<file path="config.mk">
export PLATFORM = sky130hd
export DESIGN_NAME = matrix_mac_unit
export DESIGN_NICKNAME = d
export VERILOG_FILES = /design/src/rtl/matrix_mac_unit.sv
export SDC_FILE = /design/constraint.sdc
export NUM_CORES = 1
export LEC_CHECK = 0
export CAP_MARGIN = 40
export CORE_UTILIZATION = 53
export CTS_CLUSTER_DIAMETER = 100
export DETAILED_ROUTE_END_ITERATION = 8
export DONT_BUFFER_PORTS = 1
export PLACE_DENSITY = 0.76
export SETUP_SLACK_MARGIN = 0.2
export SLEW_MARGIN = 20
export SYNTH_ARGS = -nofsm -noshare
export SYNTH_HDL_FRONTEND = slang
export SYNTH_SLANG_ARGS = --single-unit
</file>
<file path="constraint.sdc">
create_clock -name clk_12 -period 9.26 [get_ports clk_12]
set_clock_uncertainty 0.2 [all_clocks]
set_input_delay 0.926 -clock clk_12 [delete_from_list [all_inputs] [get_ports clk_12]]
set_output_delay 0.926 -clock clk_12 [all_outputs]
set_load 0.1 [all_outputs]
</file>
<file path="src/rtl/matrix_mac_unit.sv">
// Signed multiply-accumulate for the matrix engine: ACC += (A - B) * C through a
// 16-cycle shift-add multiplier, with a Q15-scaled readout of ACC onto MDB_OUT.
module matrix_mac_unit (
  input  logic        clk_12,
  input  logic        reset,
  input  logic        LDA,
  input  logic        LDB,
  input  logic        LDC,
  input  logic        CLEARACC,
  input  logic        LAC,
  input  logic [15:0] MDB_RAM,
  output logic        MACFLAG,
  output logic [15:0] MDB_OUT,
  output logic [1:0]  state_dbg
);

  localparam logic [1:0] ST_IDLE  = 2'd0;
  localparam logic [1:0] ST_PREP  = 2'd1;
  localparam logic [1:0] ST_MULT  = 2'd2;
  localparam logic [1:0] ST_ACCUM = 2'd3;

  logic [1:0]  state_q;
  logic [15:0] a_q;
  logic [15:0] b_q;
  logic [15:0] c_q;
  logic [31:0] acc_q;
  logic [3:0]  cnt_q;
  logic        clr_pend_q;
  logic        sign_q;
  logic [31:0] mcand_q;
  logic [15:0] mplier_q;
  logic [31:0] prod_q;

  logic [15:0] a_eff;
  logic [15:0] b_eff;
  logic [15:0] c_eff;
  logic [15:0] diff;
  logic [15:0] abs_d;
  logic [15:0] abs_c;
  logic [31:0] prod_sum;
  logic [31:0] signed_p;

  // PREP sees operands as they will be after any load on the same edge.
  always_comb begin
    a_eff    = LDA ? MDB_RAM : a_q;
    b_eff    = LDB ? MDB_RAM : b_q;
    c_eff    = LDC ? MDB_RAM : c_q;
    diff     = a_eff - b_eff;
    abs_d    = diff[15] ? (~diff + 16'd1) : diff;
    abs_c    = c_eff[15] ? (~c_eff + 16'd1) : c_eff;
    prod_sum = mplier_q[0] ? (prod_q + mcand_q) : prod_q;
    signed_p = sign_q ? (~prod_q + 32'd1) : prod_q;
  end

  assign state_dbg = state_q;

  always_ff @(posedge clk_12) begin
    if (reset) begin
      state_q    <= ST_IDLE;
      a_q        <= 16'd0;
      b_q        <= 16'd0;
      c_q        <= 16'd0;
      acc_q      <= 32'd0;
      cnt_q      <= 4'd0;
      clr_pend_q <= 1'b0;
      sign_q     <= 1'b0;
      mcand_q    <= 32'd0;
      mplier_q   <= 16'd0;
      prod_q     <= 32'd0;
      MACFLAG    <= 1'b1;
      MDB_OUT    <= 16'd0;
    end else begin
      // MACFLAG trails the state by one edge, so it reads low for 18 cycles.
      MACFLAG <= (state_q == ST_IDLE);
      a_q     <= a_eff;
      b_q     <= b_eff;
      c_q     <= c_eff;
      if (LAC) begin
        MDB_OUT <= acc_q[30:15];
      end

      case (state_q)
        ST_IDLE: begin
          if (CLEARACC) begin
            acc_q <= 32'd0;
          end
          if (LDC) begin
            state_q <= ST_PREP;
          end
        end

        ST_PREP: begin
          mcand_q  <= {16'd0, abs_d};
          mplier_q <= abs_c;
          prod_q   <= 32'd0;
          sign_q   <= diff[15] ^ c_eff[15];
          cnt_q    <= 4'd0;
          state_q  <= ST_MULT;
          if (CLEARACC) begin
            clr_pend_q <= 1'b1;
          end
        end

        ST_MULT: begin
          prod_q   <= prod_sum;
          mcand_q  <= {mcand_q[30:0], 1'b0};
          mplier_q <= {1'b0, mplier_q[15:1]};
          cnt_q    <= cnt_q + 4'd1;
          if (cnt_q == 4'd15) begin
            state_q <= ST_ACCUM;
          end
          if (CLEARACC) begin
            clr_pend_q <= 1'b1;
          end
        end

        ST_ACCUM: begin
          // A clear requested mid-operation (or on this edge) discards the old sum.
          if (clr_pend_q || CLEARACC) begin
            acc_q <= signed_p;
          end else begin
            acc_q <= acc_q + signed_p;
          end
          clr_pend_q <= 1'b0;
          state_q    <= ST_IDLE;
        end

        default: begin
          state_q <= ST_IDLE;
        end
      endcase
    end
  end

endmodule
</file>
After elaboration in Yosys (flattened, before gate mapping)
Cells that the tools add are included.
W data, S select, Z words.

cells by class
  add/sub/neg operators = 7
  eq/ne operators = 9
  multiplexer cells = 19
  bitwise gates (word level) = 4
  reduce and logical (&&, ||, !) cells = 10

operator list
  operator                 count
  $pmux W32 S2             3
  $mux W32                 4
  $mux W16                 5
  $add A32 B32 Y32         2
  $add A16 B1 Y16 const B  2
  $add A32 B1 Y32 const B  1
  $not A16 Y16             2
  $not A32 Y32             1
  $pmux W16 S2             1
  $sub A16 B16 Y16         1
  $ne A2 B2 Y1 const B     4
  $pmux W2 S4              1
  $pmux W4 S2              1
  $reduce_and A2 Y1        4
  $reduce_bool A2 Y1       3
  $add A4 B1 Y4 const B    1
  $eq A2 B2 Y1 const B     2
  $eq A4 B4 Y1 const B     1
  $mux W2                  2
  $eq A2 B1 Y1 const B     1
  $logic_not A2 Y1         1
  $ne A2 B1 Y1 const B     1
  $pmux W1 S2              1
  $reduce_or A2 Y1         1
  other kinds (3)          3

storage, ports and cells
  register bits = 185
  output and inout bits = 19
  word-level logic and storage cells = 62

Depth between registers and ports, before layout
Gate-level depths: netlist (run 1).

  word-level depth = 6
  depth in mapped cells = 19

Worst setup path before layout (run 1)
OpenSTA, ideal clock, no wires.

  kind = input-to-reg
  start point = input port LDA
  end point = register mcand_q[12]
  setup time = 0.132 ns
  arrival = 4.453 ns
  required time = 8.928 ns
  setup slack = 4.475 ns
  stages on the path = 16
  buffers on the path = 2
  cells stage by stage = clkbuf_1 > buf_1 > mux2i_1 > ha_1 > inv_1 > fa_1 > a21o_1 > a221oi_2 > o211ai_1 > a2111oi_0 > a21oi_1 > xnor2_2 > nor2_1 > a22o_1 > a2111oi_0 > nor3_1

between the ends
  word-level cells in the longest chain between the ends = 6

RTL lines
  item                    line  RTL
  start: declaration      6     input logic LDA,
  $mux W16 *              45    a_eff = LDA ? MDB_RAM : a_q;
  $sub A16 B16 Y16 *      48    diff = a_eff - b_eff;
  $not A16 Y16            49    abs_d = diff[15] ? (~diff + 16'd1) : diff;
  $add A16 B1 Y16         49
  $mux W16 *              49
  $pmux W32 S2 *          82    case (state_q)
  end signal: assignment  93    mcand_q <= {16'd0, abs_d};
  end signal: assignment  106   mcand_q <= {mcand_q[30:0], 1'b0};
  end: declaration        30    logic [31:0] mcand_q;

Mark *: on every way between the ends. The rest lies on a longest branch, timed or not.
A chain may end at the register's enable or synchronous reset.

Worst setup path after layout (run 1)
  start point = register prod_q[2]
  end point = register acc_q[30]

between the ends
  word-level cells in the longest chain between the ends = 6

RTL lines
  item                      line  RTL
  start: declaration        32    logic [31:0] prod_q;
  start signal: assignment  105   prod_q <= prod_sum;
  $not A32 Y32              52    signed_p = sign_q ? (~prod_q + 32'd1) : prod_q;
  $add A32 B1 Y32           52
  $mux W32 *                52
  $add A32 B32 Y32          122   acc_q <= acc_q + signed_p;
  $mux W32 *                119   if (clr_pend_q || CLEARACC) begin
  $pmux W32 S2 *            82
  end signal: assignment    120   acc_q <= signed_p;
  end signal: assignment    122
  end: declaration          26    logic [31:0] acc_q;

Marked as above.

==> results of run 1 <==
## worst min-delay path: cells and delay by family (launching register included)
family	cells	cell delay, ns
AOI/OAI and AO/OA	1	0.07
DFF	1	0.31
and+or+nand+nor	1	0.05
## cell type report
class,count,share of cell area
Inverter,32,0.00918
Clock buffer,19,0.0339
Tap cell,280,0.0268
Clock inverter,12,0.00861
Sequential cell,182,0.279
Timing Repair Buffer,31,0.0287
Multi-Input combinational cell,1220,0.614
## cell usage in the layout (no fill, tap or decap), types with 13 or more instances in the layout
cell type / instances
buf_8: 19
nor3_1: 34
xor2_1: 38
mux2_2: 17
nor2_1: 194
nand2_1: 132
a31oi_1: 13
mux2i_1: 55
nor3b_1: 14
ha_1: 88
a21oi_1: 131
o21ai_0: 91
nor2b_1: 29
a211oi_1: 21
xnor2_1: 71
nand2b_1: 17
inv_1: 31
dfxtp_1: 182
a22oi_1: 21
clkbuf_16: 17
nand3_1: 42
a21o_1: 38
## final timing paths
kind / from / to / slack [ns] / cells past startpoint
worst max-delay path: prod_q[2]$_SDFFE_PP0P_ / acc_q[30]$_SDFFE_PP0P_ / 4.77 / 17
worst min-delay path: mplier_q[14]$_SDFFE_PP0P_ / mplier_q[13]$_SDFFE_PP0P_ / 0.28 / 2
worst max register to register: prod_q[2]$_SDFFE_PP0P_ / acc_q[30]$_SDFFE_PP0P_ / 4.77 / 17
worst min register to register: mplier_q[14]$_SDFFE_PP0P_ / mplier_q[13]$_SDFFE_PP0P_ / 0.28 / 2
## power by group
part / internal (mW) / switching, mW
clock network: 0.360 / 0.335
logic: 0.280 / 0.529
registers: 0.849 / 0.0430
total: 1.49 / 0.907
## layer usage
layer,vias up,wire length (µm),track usage
met5,-,0,0
met4,0,625,0.0861
met3,43,1190,0.0442
met2,212,12800,0.408
met1,4700,12800,0.305
li1,5368,-,-
## sequential cells by signal (all words and copies together), names as in the netlist
name and flops:
prod_q 31, clr_pend_q 1, mplier_q 16, c_q 16, mcand_q 31, b_q 16, cnt_q 4, MACFLAG 1
acc_q 31, a_q 16, state_dbg 2, MDB_OUT 16, sign_q 1
## through the flow
step / cells / hold WS, ns / utilization / area (µm²) / worst slack [ns]
6_report: 1776 / 0.277 / 0.592 / 13100 / 4.77
5_1_grt: 1776 / 0.293 / 0.592 / 13100 / 4.42
4_1_cts: 1776 / 0.275 / 0.592 / 13100 / 4.83
3_5_place_dp: 1745 / 0.265 / 0.567 / 12500 / 4.81
3_3_place_gp: 1725 / 0.260 / 0.553 / 12200 / 4.87
2_1_floorplan: 1507 / 0.249 / - / 12100 / 4.48
## kinds of logic after synthesis
kind of cell	synth area share
simple gates	0.201
mux	0.0632
compound gates	0.222
flops	0.302
xor+xnor	0.0805
buf+inv	0.0331
fa+ha+maj	0.0983
==> flow_results.xml, run 1 <==
<?xml version="1.0" encoding="UTF-8"?>
<metrics>
  <group name="clock_tree">
    <metric name="clkSlewWorstSetupHoldPaths" unit="ns">0.07</metric>
    <metric name="cts_hold_buf" unit="">0</metric>
    <metric name="clk_latency" unit="ns">0.43</metric>
    <metric name="cts_num_sinks" unit="">182</metric>
    <metric name="number_of_buffers_inserted_during_clock_tree_synthesis" unit="">17</metric>
    <metric name="maximum_number_of_buffers_from_clock_root_to_sink" unit="">2</metric>
    <metric name="cts_setup_buffers" unit="">0</metric>
    <metric name="tritoncts" unit="">built</metric>
    <metric name="cts_repair_resize_count" unit="">0</metric>
    <metric name="htree_levels" unit="">4</metric>
    <metric name="cts-root-buf" unit="">clkbuf_16</metric>
  </group>
  <group name="timing">
    <metric name="max_clock_freq" unit="MHz">223</metric>
    <metric name="finalCritPeriodShare" unit="">0.485</metric>
    <metric name="timing.final.setup_violations" unit="">0</metric>
    <metric name="layout_min_cycle_time" unit="ns">4.49</metric>
    <metric name="grt_setup_unrepaired" unit="">false</metric>
    <metric name="finalHoldViolations" unit="">0</metric>
    <metric name="max_slew.worst_pin.slew" unit="ns">0.791</metric>
    <metric name="slew_violations" unit="">0</metric>
    <metric name="timing.slew.headroom" unit="">0.462</metric>
    <metric name="fin_setup_tns" unit="ns">0</metric>
  </group>
  <group name="cells_and_area">
    <metric name="multi_input_comb_area" unit="mm²">0.00804</metric>
    <metric name="num-fill-cells" unit="">1965</metric>
    <metric name="insertedDiodeCount" unit="">0</metric>
    <metric name="finalNetCount" unit="">1600</metric>
    <metric name="area_added_between_synthesis_and_finish" unit="%">8.41</metric>
    <metric name="sequential_cell_area" unit="mm²">0.00364</metric>
    <metric name="post_route_cells_drive_above_1_share" unit="">0.0702</metric>
  </group>
  <group name="critical_path">
    <metric name="worstSetupStartpointType" unit="">register</metric>
    <metric name="timing.critical_path.cells" unit="">or4_1 -&gt; nor4_2 -&gt; nand2b_1 -&gt; nor2_2 -&gt; nand3_2 -&gt; o21ai_0 -&gt; xnor2_1 -&gt; ha_1 -&gt; a21oi_1 -&gt; o21ai_0 -&gt; a21o_1 -&gt; a21oi_1 -&gt; o21ai_0 -&gt; a21oi_1 -&gt; a21oi_1 -&gt; a2111oi_1 -&gt; nand2_1</metric>
    <metric name="worst-setup-path-type" unit="">register to register</metric>
    <metric name="endpoint_kind" unit="">register</metric>
    <metric name="timing.critical_path.max_delay_family" unit="">compound AO/OA/AOI/OAI gates</metric>
    <metric name="required" unit="ns">9.38</metric>
    <metric name="critPathArrivalTime" unit="ns">4.61</metric>
    <metric name="critical_path.slowest_cell" unit="">or4_1</metric>
    <metric name="crit_path_max_incr_delay" unit="ns">0.58</metric>
    <metric name="critical_path_maximum_fanout" unit="">8</metric>
    <metric name="crit_top_cell" unit="">a21oi_1</metric>
    <metric name="timing.critical_path.buf_inv" unit="">0</metric>
  </group>
  <group name="synthesis">
    <metric name="ys.warnings.count" unit="">0</metric>
    <metric name="cell_area_synth" unit="mm²">0.0121</metric>
    <metric name="synth_edf_count" unit="">0</metric>
    <metric name="syn-mean-instance-area" unit="µm²">8.01</metric>
    <metric name="netlist-cell-type-count" unit="">75</metric>
    <metric name="yosys-top-cells-area" unit="">dfxtp_1, ha_1, nor2_1, a21oi_1, xnor2_1</metric>
    <metric name="yosysSeqAreaShare" unit="">0.302</metric>
    <metric name="synth.net_count" unit="">1623</metric>
    <metric name="yosysTopAreaCell" unit="">dfxtp_1</metric>
    <metric name="synth.most_common_cell" unit="">nor2_1</metric>
    <metric name="synth-seq-cells" unit="">182</metric>
    <metric name="yosys_most_used_dff" unit="">dfxtp_1</metric>
    <metric name="synthCells" unit="">1507</metric>
    <metric name="proportion_of_register_bits_with_asynchronous_set_or_reset_after_synthesis" unit="">0</metric>
    <metric name="synth_commonest_cells" unit="">nor2_1, dfxtp_1, nand2_1</metric>
    <metric name="synth_top_cell_area_share" unit="">0.302</metric>
  </group>
  <group name="floorplanning">
    <metric name="ioPinCount" unit="">42</metric>
    <metric name="rows" unit="">54</metric>
    <metric name="core_region_area" unit="mm²">0.0221</metric>
    <metric name="die_area" unit="mm²">0.0234</metric>
    <metric name="effective_utilization_at_floorplan" unit="">0.546</metric>
    <metric name="die_width" unit="µm">153</metric>
    <metric name="overall_die_height" unit="µm">153</metric>
  </group>
  <group name="placement">
    <metric name="port-buffer-count" unit="">0</metric>
    <metric name="gpl.final_weighted_congestion" unit="">0.897</metric>
    <metric name="dp.final_hpwl" unit="µm">19900</metric>
  </group>
  <group name="min_path">
    <metric name="hold_path_class" unit="">register to register</metric>
  </group>
  <group name="route">
    <metric name="initialDrtViolationCount" unit="">700</metric>
    <metric name="detail_route.wirelength" unit="µm">27400</metric>
    <metric name="avgViaCountPerCell" unit="">5.81</metric>
    <metric name="detail_route.first_pass.iterations" unit="">5</metric>
    <metric name="routed-via-count" unit="">10323</metric>
    <metric name="routed_wire_length_per_instance" unit="µm">15.4</metric>
    <metric name="post-route-drc-count" unit="">0</metric>
    <metric name="antenna_left" unit="">0</metric>
  </group>
  <group name="status">
    <metric name="outcome" unit="">complete, no violations</metric>
  </group>
  <group name="grt">
    <metric name="grt_util_all_layers" unit="">0.241</metric>
    <metric name="grt_max_degree" unit="">173</metric>
    <metric name="antenna_found_initial" unit="">0</metric>
    <metric name="grt_pass1_vias" unit="">9832</metric>
    <metric name="globalRouteOverflowTotal" unit="">0</metric>
    <metric name="grt_first_pass_wirelength" unit="µm">46800</metric>
  </group>
  <group name="job">
    <metric name="max_cap_violations" unit="">0</metric>
  </group>
  <group name="power">
    <metric name="pwr_density_cell" unit="mW/mm²">183</metric>
    <metric name="report.power.total" unit="mW">2.40</metric>
    <metric name="vdd_ir_drop_max" unit="mV">0.160</metric>
    <metric name="power.static_leakage" unit="nW">5.51</metric>
  </group>
</metrics>
(Power assumes the default switching activity.)
==> inputs of run 2 (changes only) <==
==> constraint.sdc (replaced) <==
create_clock -name clk_12 -period 4.25 [get_ports clk_12]
set_clock_uncertainty 0.2 [all_clocks]
set_input_delay 0.425 -clock clk_12 [delete_from_list [all_inputs] [get_ports clk_12]]
set_output_delay 0.425 -clock clk_12 [all_outputs]
set_load 0.1 [all_outputs]
==> flow_results.xml, run 2 (synthesis gave the netlist of run 1 again) <==
<?xml version="1.0" encoding="UTF-8"?>
<metrics>
  <group name="placement">
    <metric name="gpl.final_weighted_congestion" unit="">0.956</metric>
    <metric name="dp.final_hpwl" unit="µm">20500</metric>
    <metric name="placed_cells" unit="">1768</metric>
    <metric name="port-buffer-count" unit="">0</metric>
    <metric name="placement.cell_area" unit="mm²">0.0127</metric>
    <metric name="dpl_worst_slack" unit="ns">-0.0249</metric>
  </group>
  <group name="power">
    <metric name="p_int" unit="mW">3.33</metric>
    <metric name="clock_share_of_power" unit="">0.292</metric>
    <metric name="vdd_ir_drop_max" unit="mV">0.245</metric>
    <metric name="report.power.total" unit="mW">5.49</metric>
    <metric name="combPwrFrac" unit="">0.353</metric>
    <metric name="power.static_leakage" unit="nW">6.01</metric>
    <metric name="netSwitchingFraction" unit="">0.394</metric>
    <metric name="seq_pwr_share" unit="">0.355</metric>
    <metric name="pwr_density_cell" unit="mW/mm²">385</metric>
    <metric name="power.switching" unit="mW">2.17</metric>
  </group>
  <group name="job">
    <metric name="max_cap_violations" unit="">0</metric>
  </group>
  <group name="grt">
    <metric name="grt_util_all_layers" unit="">0.263</metric>
    <metric name="antenna_found_initial" unit="">0</metric>
    <metric name="grt_first_pass_wirelength" unit="µm">50700</metric>
    <metric name="globalRouteOverflowTotal" unit="">0</metric>
    <metric name="grt_pass1_vias" unit="">10529</metric>
    <metric name="grt_max_degree" unit="">156</metric>
  </group>
  <group name="cells_and_area">
    <metric name="post_route_cells_drive_above_1_share" unit="">0.138</metric>
    <metric name="final_cell_mix" unit="">nor2_1, dfxtp_1, nand2_1</metric>
    <metric name="finalNetCount" unit="">1678</metric>
    <metric name="num-fill-cells" unit="">1778</metric>
    <metric name="design_area" unit="mm²">0.0143</metric>
    <metric name="final_common_cell" unit="">nor2_1</metric>
    <metric name="largestRegisters" unit="">acc_q: 31 flops, mcand_q: 31 flops, prod_q: 31 flops</metric>
    <metric name="insertedDiodeCount" unit="">0</metric>
    <metric name="postLayoutCoreUtil" unit="">0.645</metric>
    <metric name="instances_no_fill" unit="">1855</metric>
    <metric name="area_added_between_synthesis_and_finish" unit="%">18.2</metric>
  </group>
  <group name="clock_tree">
    <metric name="htree_levels" unit="">4</metric>
    <metric name="cts_num_sinks" unit="">182</metric>
    <metric name="number_of_buffers_inserted_during_clock_tree_synthesis" unit="">17</metric>
    <metric name="tritoncts" unit="">built</metric>
    <metric name="clkSlewWorstSetupHoldPaths" unit="ns">0.08</metric>
    <metric name="cts-root-buf" unit="">clkbuf_16</metric>
    <metric name="maximum_number_of_buffers_from_clock_root_to_sink" unit="">2</metric>
    <metric name="clk_latency" unit="ns">0.44</metric>
  </group>
  <group name="timing">
    <metric name="max_clock_freq" unit="MHz">242</metric>
    <metric name="max_slew.worst_pin.slew" unit="ns">0.772</metric>
    <metric name="layout_min_cycle_time" unit="ns">4.13</metric>
    <metric name="finalCritPeriodShare" unit="">0.972</metric>
    <metric name="slew_violations" unit="">0</metric>
    <metric name="grt_setup_unrepaired" unit="">true</metric>
    <metric name="timing.final.setup_violations" unit="">0</metric>
    <metric name="timing.final.ws_setup" unit="ns">0.117</metric>
    <metric name="finalHoldViolations" unit="">0</metric>
    <metric name="timing.slew.headroom" unit="">0.471</metric>
  </group>
  <group name="route">
    <metric name="detail_route.first_pass.iterations" unit="">8</metric>
    <metric name="initialDrtViolationCount" unit="">722</metric>
    <metric name="routed-via-count" unit="">11117</metric>
    <metric name="antenna_left" unit="">0</metric>
    <metric name="detail_route.wirelength" unit="µm">31000</metric>
    <metric name="routed_wire_length_per_instance" unit="µm">16.7</metric>
    <metric name="avgViaCountPerCell" unit="">5.99</metric>
    <metric name="post-route-drc-count" unit="">0</metric>
  </group>
  <group name="floorplanning">
    <metric name="effective_utilization_at_floorplan" unit="">0.546</metric>
    <metric name="core_region_area" unit="mm²">0.0221</metric>
    <metric name="overall_die_height" unit="µm">153</metric>
    <metric name="ioPinCount" unit="">42</metric>
    <metric name="die_area" unit="mm²">0.0234</metric>
    <metric name="die_width" unit="µm">153</metric>
    <metric name="rows" unit="">54</metric>
  </group>
  <group name="critical_path">
    <metric name="timing.critical_path.max_delay_family" unit="">simple AND/OR/NAND/NOR gates</metric>
    <metric name="endpoint_kind" unit="">register</metric>
    <metric name="timing.critical_path.cells" unit="">or4_4 -&gt; nor4_4 -&gt; nand2b_1 -&gt; buf_4 -&gt; nor2_4 -&gt; nand2_1 -&gt; nand2_1 -&gt; xnor2_2 -&gt; ha_1 -&gt; buf_4 -&gt; nand2_1 -&gt; o221ai_1 -&gt; inv_1 -&gt; o211ai_1 -&gt; a31o_2 -&gt; buf_4 -&gt; xor2_1 -&gt; a222oi_1 -&gt; nor2_1</metric>
    <metric name="critPathArrivalTime" unit="ns">4.25</metric>
    <metric name="critical_path_maximum_fanout" unit="">4</metric>
    <metric name="worstSetupStartpointType" unit="">register</metric>
    <metric name="required" unit="ns">4.36</metric>
    <metric name="timing.critical_path.buf_inv" unit="">4</metric>
    <metric name="critical_path.slowest_cell" unit="">or4_4</metric>
    <metric name="crit_path_max_incr_delay" unit="ns">0.56</metric>
    <metric name="worst-setup-path-type" unit="">register to register</metric>
  </group>
  <group name="min_path">
    <metric name="hold_path_class" unit="">primary input to register</metric>
  </group>
  <group name="status">
    <metric name="outcome" unit="">complete, no violations</metric>
  </group>
</metrics>
-- run 2: cell types whose count changed in the layout (fill, tap and decap cells not counted), moves of 5 or more --
cell / delta
a21oi_1: -10
a21oi_2: +10
buf_4: +43
clkinv_8: +5
dlygate4sd3_1: +32
ha_1: -11
ha_2: +7
o21ai_0: -11
o21ai_1: +6
o21ai_2: +5
xnor2_1: -6
xnor2_2: +6
-- run 2: layout make-up --
| class | instances | area [µm²] | share of cell area |
|---|---|---|---|
| inverters | 32 | 120 | 0.00842 |
| multi-input cells | 1220 | 8470 | 0.594 |
| well taps | 280 | 350 | 0.0246 |
| clock buffers | 17 | 425 | 0.0298 |
| clock inverters | 15 | 180 | 0.0126 |
| flip-flops and latches | 182 | 3650 | 0.256 |
| repair buffers | 109 | 1070 | 0.0748 |
-- run 2: what timing repair did --
item                                    4_1_cts  5_1_grt
hold endpoints to repair                    158        0
endpoints found under the setup margin       11       19
pin swaps                                    21       29
hold buffers                                 35        0
resized for setup                            32       65
cloned                                        0        0
buffers inserted                             12        6
-- run 2: final timing paths --
path	endpoint	slack, ns	start	cells after the start
worst max register to register	acc_q[22]$_SDFFE_PP0P_	0.12	prod_q[2]$_SDFFE_PP0P_	19
worst min-delay path	c_q[13]$_SDFF_PP0_	0.006	MDB_RAM[13]	2
worst min register to register	mplier_q[13]$_SDFFE_PP0P_	0.29	mplier_q[14]$_SDFFE_PP0P_	2
worst max-delay path	acc_q[22]$_SDFFE_PP0P_	0.12	prod_q[2]$_SDFFE_PP0P_	19
-- run 2: power by group through the flow --
stage	logic, mW	registers, mW	clock network [mW]
5_1_grt	2.13	1.97	1.69
2_1_floorplan	1.32	2.04	0
3_3_place_gp	1.68	2.01	0
6_report	1.94	1.95	1.60
3_5_place_dp	1.77	1.98	0
4_1_cts	1.86	1.95	1.62
-- run 2: through the flow --
| stage | hold slack [ns] | setup TNS (ns) |
|---|---|---|
| after detailed placement | 0.275 | -0.0326 |
| after global placement | 0.261 | 0 |
| after global routing | 0.0269 | -0.111 |
| after floorplan | 0.249 | 0 |
| after CTS | 0.000301 | 0 |
| final | 0.00588 | 0 |
-- run 2: worst register-to-register path, cell delays in order, from the launching register on --
cell	delay, ns
dfxtp_2	0.34
or4_4	0.56
nor4_4	0.24
nand2b_1	0.14
buf_4	0.17
nor2_4	0.12
nand2_1	0.13
nand2_1	0.13
xnor2_2	0.16
ha_1	0.31
buf_4	0.16
nand2_1	0.06
o221ai_1	0.14
inv_1	0.10
o211ai_1	0.12
a31o_2	0.27
buf_4	0.14
xor2_1	0.13
a222oi_1	0.32
nor2_1	0.07
-- run 2: layer usage --
layer	part of all wire	vias up	routed length [µm]	GRT usage
met2	0.49	293	15200	0.467
met4	0.022	0	691	0.0938
met3	0.053	54	1650	0.0411
met5	0	-	0	0
met1	0.44	5235	13500	0.322
li1	-	5535	-	-
==> inputs of run 3 (changes only) <==
==> constraint.sdc (replaced) <==
create_clock -name clk_12 -period 4.83 [get_ports clk_12]
set_clock_uncertainty 0.2 [all_clocks]
set_input_delay 0.483 -clock clk_12 [delete_from_list [all_inputs] [get_ports clk_12]]
set_output_delay 0.483 -clock clk_12 [all_outputs]
set_load 0.1 [all_outputs]
==> flow_results.xml, run 3 (synthesis gave the netlist of run 1 again) <==
<?xml version="1.0" encoding="UTF-8"?>
<metrics>
  <group name="status">
    <metric name="outcome" unit="">complete, no violations</metric>
  </group>
  <group name="power">
    <metric name="combPwrFrac" unit="">0.340</metric>
    <metric name="seq_pwr_share" unit="">0.361</metric>
    <metric name="vdd_ir_drop_max" unit="mV">0.294</metric>
    <metric name="clock_share_of_power" unit="">0.299</metric>
    <metric name="power.static_leakage" unit="nW">5.59</metric>
    <metric name="report.power.total" unit="mW">4.77</metric>
    <metric name="power.switching" unit="mW">1.82</metric>
    <metric name="netSwitchingFraction" unit="">0.382</metric>
    <metric name="pwr_density_cell" unit="mW/mm²">360</metric>
    <metric name="p_int" unit="mW">2.95</metric>
  </group>
  <group name="route">
    <metric name="met3WireLength" unit="µm">1150</metric>
    <metric name="avgViaCountPerCell" unit="">5.87</metric>
    <metric name="met2_wirelength" unit="µm">13400</metric>
    <metric name="post-route-drc-count" unit="">0</metric>
    <metric name="wl_met1" unit="µm">13100</metric>
    <metric name="routed_wire_length_per_instance" unit="µm">15.7</metric>
    <metric name="detail_route.wirelength" unit="µm">28000</metric>
    <metric name="initialDrtViolationCount" unit="">645</metric>
    <metric name="routed-via-count" unit="">10480</metric>
    <metric name="topRoutingLayerUsed" unit="">met4</metric>
    <metric name="detail_route.first_pass.iterations" unit="">5</metric>
    <metric name="antenna_left" unit="">0</metric>
  </group>
  <group name="floorplanning">
    <metric name="ioPinCount" unit="">42</metric>
    <metric name="die_width" unit="µm">153</metric>
    <metric name="die_area" unit="mm²">0.0234</metric>
    <metric name="core_region_area" unit="mm²">0.0221</metric>
    <metric name="effective_utilization_at_floorplan" unit="">0.546</metric>
    <metric name="rows" unit="">54</metric>
    <metric name="overall_die_height" unit="µm">153</metric>
  </group>
  <group name="placement">
    <metric name="dp.final_hpwl" unit="µm">20000</metric>
    <metric name="dpl_worst_slack" unit="ns">0.419</metric>
    <metric name="gpl.final_weighted_congestion" unit="">0.886</metric>
    <metric name="port-buffer-count" unit="">0</metric>
  </group>
  <group name="grt">
    <metric name="grt_first_pass_wirelength" unit="µm">47100</metric>
    <metric name="grt_util_all_layers" unit="">0.243</metric>
    <metric name="grt_pass1_vias" unit="">9931</metric>
    <metric name="globalRouteOverflowTotal" unit="">0</metric>
    <metric name="antenna_found_initial" unit="">0</metric>
    <metric name="grt_max_degree" unit="">157</metric>
  </group>
  <group name="critical_path">
    <metric name="worstReg2RegStart" unit="">prod_q[2]$_SDFFE_PP0P_</metric>
    <metric name="timing.critical_path.buf_inv" unit="">0</metric>
    <metric name="endpoint_kind" unit="">register</metric>
    <metric name="critical_path.slowest_cell" unit="">or4_1</metric>
    <metric name="timing.critical_path.cells" unit="">or4_1 -&gt; nor4_4 -&gt; nand2b_1 -&gt; or2_2 -&gt; o41ai_2 -&gt; xnor2_1 -&gt; ha_1 -&gt; a21o_1 -&gt; a21oi_1 -&gt; nor2_1 -&gt; a211oi_1 -&gt; o21ai_0 -&gt; a41oi_1 -&gt; o21ai_0 -&gt; mux2i_1 -&gt; a21oi_1</metric>
    <metric name="critical_path_maximum_fanout" unit="">8</metric>
    <metric name="setup.worst_path.start" unit="">prod_q[2]$_SDFFE_PP0P_</metric>
    <metric name="worst-setup-path-type" unit="">register to register</metric>
    <metric name="critPathArrivalTime" unit="ns">4.48</metric>
    <metric name="crit_path_max_incr_delay" unit="ns">0.61</metric>
    <metric name="timing.critical_path.max_delay_family" unit="">compound AO/OA/AOI/OAI gates</metric>
    <metric name="worstSetupStartpointType" unit="">register</metric>
    <metric name="required" unit="ns">4.93</metric>
  </group>
  <group name="cells_and_area">
    <metric name="sequential_cell_area" unit="mm²">0.00364</metric>
    <metric name="num-fill-cells" unit="">1914</metric>
    <metric name="largestRegisters" unit="">acc_q: 31 flops, mcand_q: 31 flops, prod_q: 31 flops</metric>
    <metric name="multi_input_comb_area" unit="mm²">0.00807</metric>
    <metric name="final_cell_mix" unit="">nor2_1, dfxtp_1, nand2_1</metric>
    <metric name="area_added_between_synthesis_and_finish" unit="%">9.85</metric>
    <metric name="finalNetCount" unit="">1607</metric>
    <metric name="insertedDiodeCount" unit="">0</metric>
    <metric name="post_route_cells_drive_above_1_share" unit="">0.0758</metric>
    <metric name="final_common_cell" unit="">nor2_1</metric>
  </group>
  <group name="clock_tree">
    <metric name="cts_num_sinks" unit="">182</metric>
    <metric name="cts-root-buf" unit="">clkbuf_16</metric>
    <metric name="number_of_buffers_inserted_during_clock_tree_synthesis" unit="">17</metric>
    <metric name="htree_levels" unit="">4</metric>
    <metric name="clkSlewWorstSetupHoldPaths" unit="ns">0.08</metric>
    <metric name="cts_setup_buffers" unit="">0</metric>
    <metric name="clk_latency" unit="ns">0.44</metric>
    <metric name="tritoncts" unit="">built</metric>
    <metric name="maximum_number_of_buffers_from_clock_root_to_sink" unit="">2</metric>
  </group>
  <group name="job">
    <metric name="max_cap_violations" unit="">0</metric>
  </group>
  <group name="timing">
    <metric name="max_slew.worst_pin.slew" unit="ns">0.858</metric>
    <metric name="slew_violations" unit="">0</metric>
    <metric name="finalHoldViolations" unit="">0</metric>
    <metric name="layout_min_cycle_time" unit="ns">4.38</metric>
    <metric name="grt_setup_unrepaired" unit="">false</metric>
    <metric name="timing.slew.headroom" unit="">0.422</metric>
    <metric name="max_clock_freq" unit="MHz">228</metric>
    <metric name="fin_worst_hold_slack" unit="ns">0.0113</metric>
    <metric name="timing.final.ws_setup" unit="ns">0.451</metric>
    <metric name="finalCritPeriodShare" unit="">0.907</metric>
    <metric name="fin_setup_tns" unit="ns">0</metric>
    <metric name="timing.final.setup_violations" unit="">0</metric>
  </group>
  <group name="min_path">
    <metric name="min_from" unit="">LAC</metric>
    <metric name="hold_path_class" unit="">primary input to register</metric>
  </group>
</metrics>
==> run 3: cell type report <==
| type | count | share of cell area |
|---|---|---|
| clock inverter | 15 | 0.0138 |
| timing repair buffer | 38 | 0.0350 |
| clock buffer | 17 | 0.0321 |
| tap | 280 | 0.0264 |
| inverter | 32 | 0.00906 |
| multi-input combinational | 1220 | 0.609 |
| sequential | 182 | 0.275 |
==> run 3: worst paths after layout <==
path | to | slack, ns | cells after the start
min | MDB_OUT[14]$_SDFFE_PP0P_ | 0.01 | 2
max | acc_q[29]$_SDFFE_PP0P_ | 0.45 | 16
min reg2reg | mplier_q[11]$_SDFFE_PP0P_ | 0.29 | 2
max reg2reg | acc_q[29]$_SDFFE_PP0P_ | 0.45 | 16
==> run 3: per-layer routing <==
metal / vias up / track usage
met4: 0 / 0.0693
met3: 31 / 0.0360
met1: 4869 / 0.309
met5: - / 0
li1: 5384 / -
met2: 196 / 0.426
==> run 3: power groups by stage <==
stage	clock [mW]	combinational [mW]	sequential, mW
2_1_floorplan	0	1.16	1.80
3_3_place_gp	0	1.46	1.77
3_5_place_dp	0	1.53	1.75
4_1_cts	1.45	1.56	1.72
5_1_grt	1.51	1.78	1.74
6_report	1.43	1.62	1.72
==> run 3: what timing repair did <==
item	CTS	global route
hold buffers	4	0
gates resized for setup	0	6
endpoints found under the setup margin	0	3
hold endpoints to repair	156	0
==> run 3: metrics by stage <==
step | utilization | instances | area [µm²]
2_1_floorplan | - | 1507 | 12100
3_3_place_gp | 0.554 | 1728 | 12300
3_5_place_dp | 0.566 | 1746 | 12500
4_1_cts | 0.597 | 1782 | 13200
5_1_grt | 0.600 | 1784 | 13300
6_report | 0.600 | 1784 | 13300
==> run 3: worst reg2reg max path: stages (launching register included) <==
cell,delay [ns]
dfxtp_1,0.40
or4_1,0.61
nor4_4,0.19
nand2b_1,0.14
or2_2,0.32
o41ai_2,0.26
xnor2_1,0.24
ha_1,0.33
a21o_1,0.18
a21oi_1,0.14
nor2_1,0.06
a211oi_1,0.18
o21ai_0,0.10
a41oi_1,0.44
o21ai_0,0.21
mux2i_1,0.18
a21oi_1,0.08
